**config.mk**
```make
export PLATFORM = sky130hd
export DESIGN_NAME = pkt_buffer_reader
export DESIGN_NICKNAME = d
export VERILOG_FILES = /design/src/rtl/pkt_buffer_reader.sv
export SDC_FILE = /design/constraint.sdc
export NUM_CORES = 1
export LEC_CHECK = 0
export BUFFER_PORTS_ARGS = -buffer_cell sky130_fd_sc_hd__buf_2
export CORE_AREA = 2 2 378 380
export CTS_BUF_LIST = sky130_fd_sc_hd__clkbuf_8
export CTS_CLUSTER_DIAMETER = 30
export DETAILED_ROUTE_END_ITERATION = 10
export DIE_AREA = 0 0 380 382
export GPL_TIMING_DRIVEN = 0
export PLACE_DENSITY_LB_ADDON = 0.3
export SLEW_MARGIN = 10
export SYNTH_ARGS = -nofsm -noshare
export SYNTH_HDL_FRONTEND = slang
export SYNTH_SLANG_ARGS = --single-unit
export TNS_END_PERCENT = 50
```
**constraint.sdc**
```tcl
create_clock -name clk -period 4.3 [get_ports clk]
set_input_delay 0.215 -clock clk [delete_from_list [all_inputs] [get_ports clk]]
set_output_delay 0.215 -clock clk [all_outputs]
set_load 0.05 [all_outputs]
```
**src/rtl/pkt_buffer_reader.sv**
```systemverilog
// Dequeue-side packet buffer read controller.
// Takes one SOP descriptor at a time, walks the linked buffer words with
// first-word / advance strobes, and replays the returned words as an
// AXI4-Stream through a 2-entry output FIFO with credit-based flow control.
//
// Handshakes: a transfer happens on a rising edge where valid and ready are
// both 1. A valid source holds its payload stable until that edge, and
// valid never waits on ready. s_desc_* and m_axis_* both follow this rule.
module pkt_buffer_reader #(
   parameter int ADDR_WIDTH           = 12,
   parameter int C_M_AXIS_DATA_WIDTH  = 256,
   parameter int C_M_AXIS_TUSER_WIDTH = 128,
   parameter int C_M_AXIS_PIFO_WIDTH  = 32,
   parameter int MAX_PKT_WORDS        = 64
) (
   input  logic                                clk,
   input  logic                                rstn,
   input  logic                                s_desc_valid,
   output logic                                s_desc_ready,
   input  logic [ADDR_WIDTH-1:0]               s_desc_sop_addr,
   output logic                                m_buf_rd_first_word_en,
   output logic [ADDR_WIDTH-1:0]               m_buf_rd_pkt_sop_addr,
   output logic                                m_buf_rd_en,
   input  logic [C_M_AXIS_DATA_WIDTH-1:0]      s_buf_tdata,
   input  logic [C_M_AXIS_DATA_WIDTH/8-1:0]    s_buf_tkeep,
   input  logic                                s_buf_tlast,
   input  logic [C_M_AXIS_TUSER_WIDTH-1:0]     s_buf_tuser,
   input  logic [C_M_AXIS_PIFO_WIDTH-1:0]      s_buf_tpifo,
   output logic [C_M_AXIS_DATA_WIDTH-1:0]      m_axis_tdata,
   output logic [C_M_AXIS_DATA_WIDTH/8-1:0]    m_axis_tkeep,
   output logic                                m_axis_tlast,
   output logic [C_M_AXIS_TUSER_WIDTH-1:0]     m_axis_tuser,
   output logic [C_M_AXIS_PIFO_WIDTH-1:0]      m_axis_tpifo,
   output logic                                m_axis_tvalid,
   input  logic                                m_axis_tready,
   output logic                                busy,
   output logic [31:0]                         pkt_count,
   output logic                                err_overlength,
   output logic [1:0]                          state_dbg
);

   localparam int KEEP_W = C_M_AXIS_DATA_WIDTH / 8;
   localparam int WC_W   = $clog2(MAX_PKT_WORDS + 1);
   localparam logic [WC_W-1:0] WC_MAX = WC_W'(MAX_PKT_WORDS);

   typedef enum logic [1:0] {
      IDLE   = 2'd0,
      FIRST  = 2'd1,
      STREAM = 2'd2
   } state_t;

   state_t                  state;
   logic                    alive;      // low until the first edge after reset
   logic [ADDR_WIDTH-1:0]   sop_q;
   logic [WC_W-1:0]         wc;         // words requested for this packet
   logic                    inflight;   // a strobe was issued last cycle

   logic [C_M_AXIS_DATA_WIDTH-1:0]  data_mem [2];
   logic [KEEP_W-1:0]               keep_mem [2];
   logic                            last_mem [2];
   logic [C_M_AXIS_TUSER_WIDTH-1:0] user_mem [2];
   logic [C_M_AXIS_PIFO_WIDTH-1:0]  pifo_mem [2];
   logic                            wr_ptr;
   logic                            rd_ptr;
   logic [1:0]                      occ;

   logic       pop;
   logic       push;
   logic       push_last;
   logic       at_max;
   logic [2:0] credit_sum;
   logic       credit;
   logic       first_en;
   logic       adv_en;

   // Flow control and strobe decisions; advance is combinational on returned tlast
   always_comb begin
      pop        = (occ != 2'd0) && m_axis_tready;
      push       = inflight;
      at_max     = (wc == WC_MAX);
      push_last  = s_buf_tlast || at_max;
      credit_sum = {1'b0, occ} + {2'b00, inflight} - {2'b00, pop};
      credit     = (credit_sum <= 3'd1);
      first_en   = (state == FIRST) && credit;
      adv_en     = 1'b0;
      if (state == STREAM && credit) begin
         adv_en = inflight ? (!s_buf_tlast && !at_max) : 1'b1;
      end
   end

   assign s_desc_ready           = alive && (state == IDLE);
   assign m_buf_rd_first_word_en = first_en;
   assign m_buf_rd_pkt_sop_addr  = first_en ? sop_q : '0;
   assign m_buf_rd_en            = adv_en;
   assign m_axis_tvalid          = (occ != 2'd0);
   assign m_axis_tdata           = data_mem[rd_ptr];
   assign m_axis_tkeep           = keep_mem[rd_ptr];
   assign m_axis_tlast           = last_mem[rd_ptr];
   assign m_axis_tuser           = user_mem[rd_ptr];
   assign m_axis_tpifo           = pifo_mem[rd_ptr];
   assign busy                   = (state != IDLE) || (occ != 2'd0);
   assign state_dbg              = state;

   // Read FSM: descriptor capture, word counting, overlength truncation
   always_ff @(posedge clk or negedge rstn) begin
      if (!rstn) begin
         state          <= IDLE;
         alive          <= 1'b0;
         sop_q          <= '0;
         wc             <= '0;
         inflight       <= 1'b0;
         err_overlength <= 1'b0;
      end else begin
         alive    <= 1'b1;
         inflight <= first_en || adv_en;
         case (state)
            IDLE: begin
               if (s_desc_valid && s_desc_ready) begin
                  sop_q <= s_desc_sop_addr;
                  wc    <= '0;
                  state <= FIRST;
               end
            end
            FIRST: begin
               if (first_en) begin
                  wc    <= WC_W'(1);
                  state <= STREAM;
               end
            end
            STREAM: begin
               if (inflight && push_last) begin
                  state <= IDLE;
                  if (!s_buf_tlast) err_overlength <= 1'b1;
               end else if (adv_en) begin
                  wc <= wc + 1'b1;
               end
            end
            default: state <= IDLE;
         endcase
      end
   end

   // Two-entry output FIFO; returned words land here in their return cycle
   always_ff @(posedge clk or negedge rstn) begin
      if (!rstn) begin
         wr_ptr <= 1'b0;
         rd_ptr <= 1'b0;
         occ    <= 2'd0;
         for (int i = 0; i < 2; i++) begin
            data_mem[i] <= '0;
            keep_mem[i] <= '0;
            last_mem[i] <= 1'b0;
            user_mem[i] <= '0;
            pifo_mem[i] <= '0;
         end
      end else begin
         if (push) begin
            data_mem[wr_ptr] <= s_buf_tdata;
            keep_mem[wr_ptr] <= s_buf_tkeep;
            last_mem[wr_ptr] <= push_last;
            user_mem[wr_ptr] <= s_buf_tuser;
            pifo_mem[wr_ptr] <= s_buf_tpifo;
            wr_ptr           <= ~wr_ptr;
         end
         if (pop) rd_ptr <= ~rd_ptr;
         occ <= occ + {1'b0, push} - {1'b0, pop};
      end
   end

   // Completed-packet counter, counts forced tlast as well
   always_ff @(posedge clk or negedge rstn) begin
      if (!rstn) begin
         pkt_count <= '0;
      end else if (pop && last_mem[rd_ptr]) begin
         pkt_count <= pkt_count + 32'd1;
      end
   end

endmodule
```
# --- Word level (Yosys, flattened, before mapping) ---
# Cells that the tools add are included.
word_totals:
  register_bits: 958
  input_bits: 465
  out_inout_bits: 501
  elab_cells: 105
op_classes:
  add_sub_neg: 6
  n_lt_le_gt_ge: 4
  n_eq_ne: 8
  muxes: 40
  bitwise: 5
  n_reduce_logical: 22
op_table:
  columns: ["op", "count"]
  rows:
  - ["2-to-1 mux 256 bit", 4]
  - ["bitwise mux 512 bit", 1]
  - ["2-to-1 mux 128 bit", 4]
  - ["bitwise mux 256 bit", 1]
  - ["demux 256 bit (select 1 bit)", 1]
  - ["2-to-1 mux 32 bit", 7]
  - ["bitwise mux 64 bit", 2]
  - ["demux 128 bit (select 1 bit)", 1]
  - ["adder 32 x 1 -> 32 bit, second input constant", 1]
  - ["demux 32 bit (select 1 bit)", 1]
  - ["2-to-1 mux 7 bit", 4]
  - ["case mux 7 bit (3 select lines)", 1]
  - ["2-to-1 mux 12 bit", 1]
  - ["logical AND 1 bit", 9]
  - ["adder 7 x 1 -> 7 bit, second input constant", 1]
  - ["equality test 7 bit, second input constant", 1]
  - ["2-to-1 mux 1 bit", 6]
  - ["2-to-1 mux 2 bit", 3]
  - ["inequality test 2 bit, second input constant", 3]
  - ["case mux 2 bit (3 select lines)", 1]
  - ["AND reduction 3 bit", 2]
  - ["AND reduction 5 bit", 1]
  - ["greater-or-equal comparator 2 bit, second input constant", 2]
  - ["inequality test 2 x 1 -> 1 bit, second input constant", 2]
  - ["other kinds (18)", 25]

# --- Longest topological paths before layout ---
logic_depth:
  word_depth: 9
  ltp_mapped: 10
  depth_no_buf: 10

# --- Worst setup path before layout ---
# Ideal clock, no wire load.
synth_path:
  path_type: "register to output"
  startpoint: "reg occ[1]"
  endpoint: "out m_buf_rd_pkt_sop_addr[10]"
  arrival_ps: 3563
  t_required_ps: 4085
  path_slack_ps: 522
  path_stages_with_launch: 11
  path_buffers: 1
  cell_sequence: "dfrtp_1 > o21ai_1 > inv_1 > ha_1 > inv_1 > ha_1 > fa_1 > xnor2_1 > nor3_1 > clkbuf_1 > and2_1"
synth_via:
  elab_chain_len: 6
  word_cells_on_any_way: 7
  cone_classes: "add/sub: 2; order compare: 1; mux: 1; reduce/logical: 3"
synth_rtl:
  columns: ["element", "line", "rtl"]
  rows:
  - ["start, declared", "65", "logic [1:0] occ;"]
  - ["start signal, assigned", "166", "occ <= occ + {1'b0, push} - {1'b0, pop};"]
  - ["nonzero test 2 bit", "78", "pop = (occ != 2'd0) && m_axis_tready;"]
  - ["logical AND 1 bit", "78", null]
  - ["via pop", "67", "logic pop;"]
  - ["subtractor 3 x 1 -> 3 bit", "82", "credit_sum = {1'b0, occ} + {2'b00, inflight} - {2'b00, pop};"]
  - ["less-or-equal comparator 3 x 1 -> 1 bit", "83", "credit = (credit_sum <= 3'd1);"]
  - ["logical AND 1 bit", "84", "first_en = (state == FIRST) && credit;"]
  - ["via m_buf_rd_first_word_en", "21", "output logic m_buf_rd_first_word_en,"]
  - ["2-to-1 mux 12 bit", "93", "assign m_buf_rd_pkt_sop_addr = first_en ? sop_q : '0;"]
  - ["end, declared", "22", "output logic [ADDR_WIDTH-1:0] m_buf_rd_pkt_sop_addr,"]
# The timed path passes the listed nets, and every way through them passes these cells.

# --- Worst setup path after layout ---
layout_path:
  startpoint: "reg occ[1]"
  endpoint: "out m_buf_rd_pkt_sop_addr[4]"
layout_via:
  elab_chain_len: 6
  word_cells_on_any_way: 7
  cone_classes: "add/sub: 2; order compare: 1; mux: 1; reduce/logical: 3"
layout_rtl:
  columns: ["element", "line"]
  rows:
  - ["nonzero test 2 bit", "78"]
  - ["logical AND 1 bit", "78"]
  - ["via pop", "67"]
  - ["subtractor 3 x 1 -> 3 bit", "82"]
  - ["less-or-equal comparator 3 x 1 -> 1 bit", "83"]
  - ["logical AND 1 bit", "84"]
  - ["2-to-1 mux 12 bit", "93"]
# The timed path passes the listed nets, and every way through them passes these cells.

==> results.md <==
* Worst skew pair latency at ~0.94 ns
* Synthesized Nets at 3,159
* Highest net fanout along the worst path at 10
* Fmax at roughly 0.24 GHz
* Final setup TNS at 0 ns
* Min-delay worst type: in -> reg
* Clock power share at 22.6%
* Register area share after synthesis at ~58%
* Clock-pin transition on the worst setup and hold timing paths at around 0.050 ns
* Synthesized netlist cell count at 2,683
* Net Sw Power at roughly 0.026 W
* Die Ht at ~380 um
* Setup WS post-layout at a little under 0.2 ns
* Ports at ~970
* Worst-Margin Slew at approximately 1.2 ns
* Yosys cell types at a little under 50
* Outcome: finished clean
* Via count at about 30,000
* Top post-synthesis cells by area: dfrtp_1 58%, mux2_2 37%, buf_2 1.0%
* CP Launch Type: flip-flop
* Final period util at a little over nine tenths
* DRT antenna net count at 0
* Crit path kind: reg -> out
* CP delay by family, top: adder cells
* Finished layout cell area at 62,200 sq um
* Max Cap Viol at 0
* Worst VDD drop at around 0.6 mV
* Final WL at ~130 mm
* H-Tree Depth at 5
* Global-route wire length before repair at just over 200 mm
* Reg power frac at approximately 27%
* Leak pwr at between 20 and 30 nW
* CP max-delay cell: dfrtp_1
* Post-synth ARST share at between 90% and 100%
* Initial Util at 29.4%
* Row Count at around 140
* Synthesis warning total at 0
* CTS buffer count at about 280
* Grt ovf at 0
* CTS sink count at about 960
* Post-placement cell area at roughly 49,000 sq um
* Clock Path Buffers at 4
* GRT Util Overall at a little under a fifth
* Sw Share at between 40% and 50%
* Post-synth EDFFs at 0
* Crit path DAT at between 3 and 4 ns
* Hold Vio Cnt, Final at 0
* CP cell instances: o21ai_4 -> inv_1 -> ha_1 -> inv_1 -> ha_1 -> fa_1 -> xnor2_1 -> nor3_4 -> clkbuf_4 -> and2_1 -> buf_2
* Fin crit period at roughly 4.1 ns
* Setup violators final at 0
* Pre-CTS setup slack at -0.351 ns
* # port buffers at 965
* Layout area overhead at 50.2%
* Die Wd at roughly 380 um
* HPWL after DPL at between 90 and 100 mm
* Inst Count DP at 5,546
* CORE AREA at between 100,000 and 150,000 sq um
* Syn Std Cell Area at ~41,000 sq um
* Critical Path End Type: output pin
* Worst endpoint required time at about 4.1 ns
* Seq cells post-synth at 958
* Combinational share of power at approximately half
* Routed vias/inst at ~4.5
* 1st-iter DRT viols at ~1,000
* Die ar. at between 100,000 and 150,000 sq um
* Final Max Slew Viols at 0
* Critical Path Max Stage Delay at about 0.44 ns
* Initial antenna violation count at 12
* P_int at ~0.032 W
* Yosys top cell area share at between 50% and 60%
* Hold WS at about 0.086 ns
* Pwr per Cell Area at 929 nW/um^2
* Routed length per instance at around 20 um
* DR pass1 iterations at 4
* RSZ-0062 raised after global routing: no
* NumNets Final at around 5,200
* Most common cell in the netlist: mux2_2
* Layout cell share with drive strength beyond 1 at 58.6%
* Area leader, netlist: dfrtp_1
* Worst slew margin at around 22%
* Crit path buffers/inverters at 4
* Clk_skew at 0.0954 ns
* Synth cell count leaders: 1,358 x mux2_2, 958 x dfrtp_1, 86 x buf_2, 62 x clkbuf_1, 31 x xnor2_1
* Vias in the first global route at about 34,000
* Syn Area/Cell at ~15 sq um
* GPL Wtd Cong at about 0.88
* CTS tree: yes
* Clock Tree Root: clkbuf_8
* Largest net degree at the start of global routing at 140
* Ys flop type: dfrtp_1
* Non-Filler Instances at between 6,000 and 7,000
* Filler Cells Inserted at between 10,000 and 15,000
* Number of remaining DRC errors at 0
[cell families after synthesis]
| logic type | count (synthesis) | share of synthesized area [%] |
|---|---|---|
| muxes | 1359 | 37.0 |
| other | 1 | 0.00906 |
| xor gates and xnor gates | 35 | 0.741 |
| AOI/OAI and AO/OA | 34 | 0.575 |
| DFF | 958 | 57.9 |
| adders and majority gates | 11 | 0.351 |
| and+or+nand+nor | 115 | 1.58 |
| buffers and inverters | 170 | 1.80 |
[worst min-delay path, stage by stage]
cell           delay [ns]
dlygate4sd3_1        0.54
buf_2                0.11
mux2_2               0.13
[area by class of cell]
type | count | area [sq um] | share of cell area, %
clock inverter | 129 | 1050 | 1.69
clock buffer | 352 | 4840 | 7.79
timing repair buffer | 1711 | 12500 | 20.1
buffer | 152 | 684 | 1.10
sequential | 958 | 24000 | 38.6
antenna | 9 | 22.5 | 0.0362
tap | 1890 | 2360 | 3.80
multi-input combinational | 1555 | 16700 | 26.8
inverter | 18 | 67.6 | 0.109
[registers in the layout, summed over array words and instances, names as in the netlist]
name            count
data_mem          512
user_mem          256
wr_ptr              1
alive               1
err_overlength      1
inflight            1
sop_q              12
last_mem            2
wc                  7
state_dbg           2
occ                 2
pkt_count          32
keep_mem           64
rd_ptr              1
pifo_mem           64
[power by group through the flow]
stage,Sequential [W],Clock [W],Combinational [W]
2_1_floorplan,0.0151,0,0.0222
3_3_place_gp,0.0155,0,0.0284
3_5_place_dp,0.0156,0,0.0286
4_1_cts,0.0155,0.0134,0.0293
5_1_grt,0.0161,0.0140,0.0304
6_report,0.0156,0.0131,0.0291
[path summary, 6_finish.rpt]
check                                          startpoint                        end  slack, ns  cells past startpoint
worst min-delay path                       s_buf_tkeep[2]   keep_mem[34]$_DFFE_PN0P_       0.09                      3
min in group asynchronous                            rstn  data_mem[508]$_DFFE_PN0P_       0.51                      4
worst max register to register         inflight$_DFF_PN0_   pifo_mem[26]$_DFFE_PN0P_       1.19                      4
worst min register to register  pkt_count[31]$_DFFE_PN0P_  pkt_count[31]$_DFFE_PN0P_       0.47                      1
worst max-delay path                     occ[1]$_DFF_PN0_   m_buf_rd_pkt_sop_addr[4]       0.20                     11
max in group asynchronous                            rstn   data_mem[42]$_DFFE_PN0P_       1.51                      7
[per-stage QoR]
step	power [W]	utilization [%]
2_1_floorplan	0.0372	-
5_1_grt	0.0605	44.1
6_report	0.0578	44.1
4_1_cts	0.0583	44.1
3_3_place_gp	0.0440	34.5
3_5_place_dp	0.0443	34.6
[what timing repair did]
action,in CTS,in global routing
hold buffers,737,0
resized for setup,6,4
pin swaps,1,1
hold endpoints to repair,1376,0
setup endpoints to repair,24,1
setup buffers,1,0
[routing by layer]
layer	global-route usage, %	vias up	routed length (um)	share of wire (%)
li1	-	13789	-	-
met1	20.9	15441	53900	40
met2	31.3	949	66900	50
met3	5.51	240	8610	6.4
met4	7.14	4	4210	3.1
met5	0	-	24	0.018
[placed cells by master (no fill, tap or decap), types with 4 or more instances in the layout]
cell type / count
mux2_2: 1358
buf_2: 1049
dfrtp_1: 958
dlygate4sd3_1: 736
clkbuf_8: 352
inv_1: 72
clkbuf_1: 59
clkinv_2: 41
xnor2_1: 31
nand2_1: 23
nand3_1: 18
nand4_1: 17
bufinv_16: 17
and2_1: 15
clkinvlp_4: 14
ha_1: 10
diode_2: 9
nor2_1: 9
buf_16: 9
nor4_1: 7
a21oi_1: 7
nor3_1: 6
and3_1: 5
o21ai_0: 5
buf_1: 4
xor2_1: 4
(Power assumes the default switching activity.)
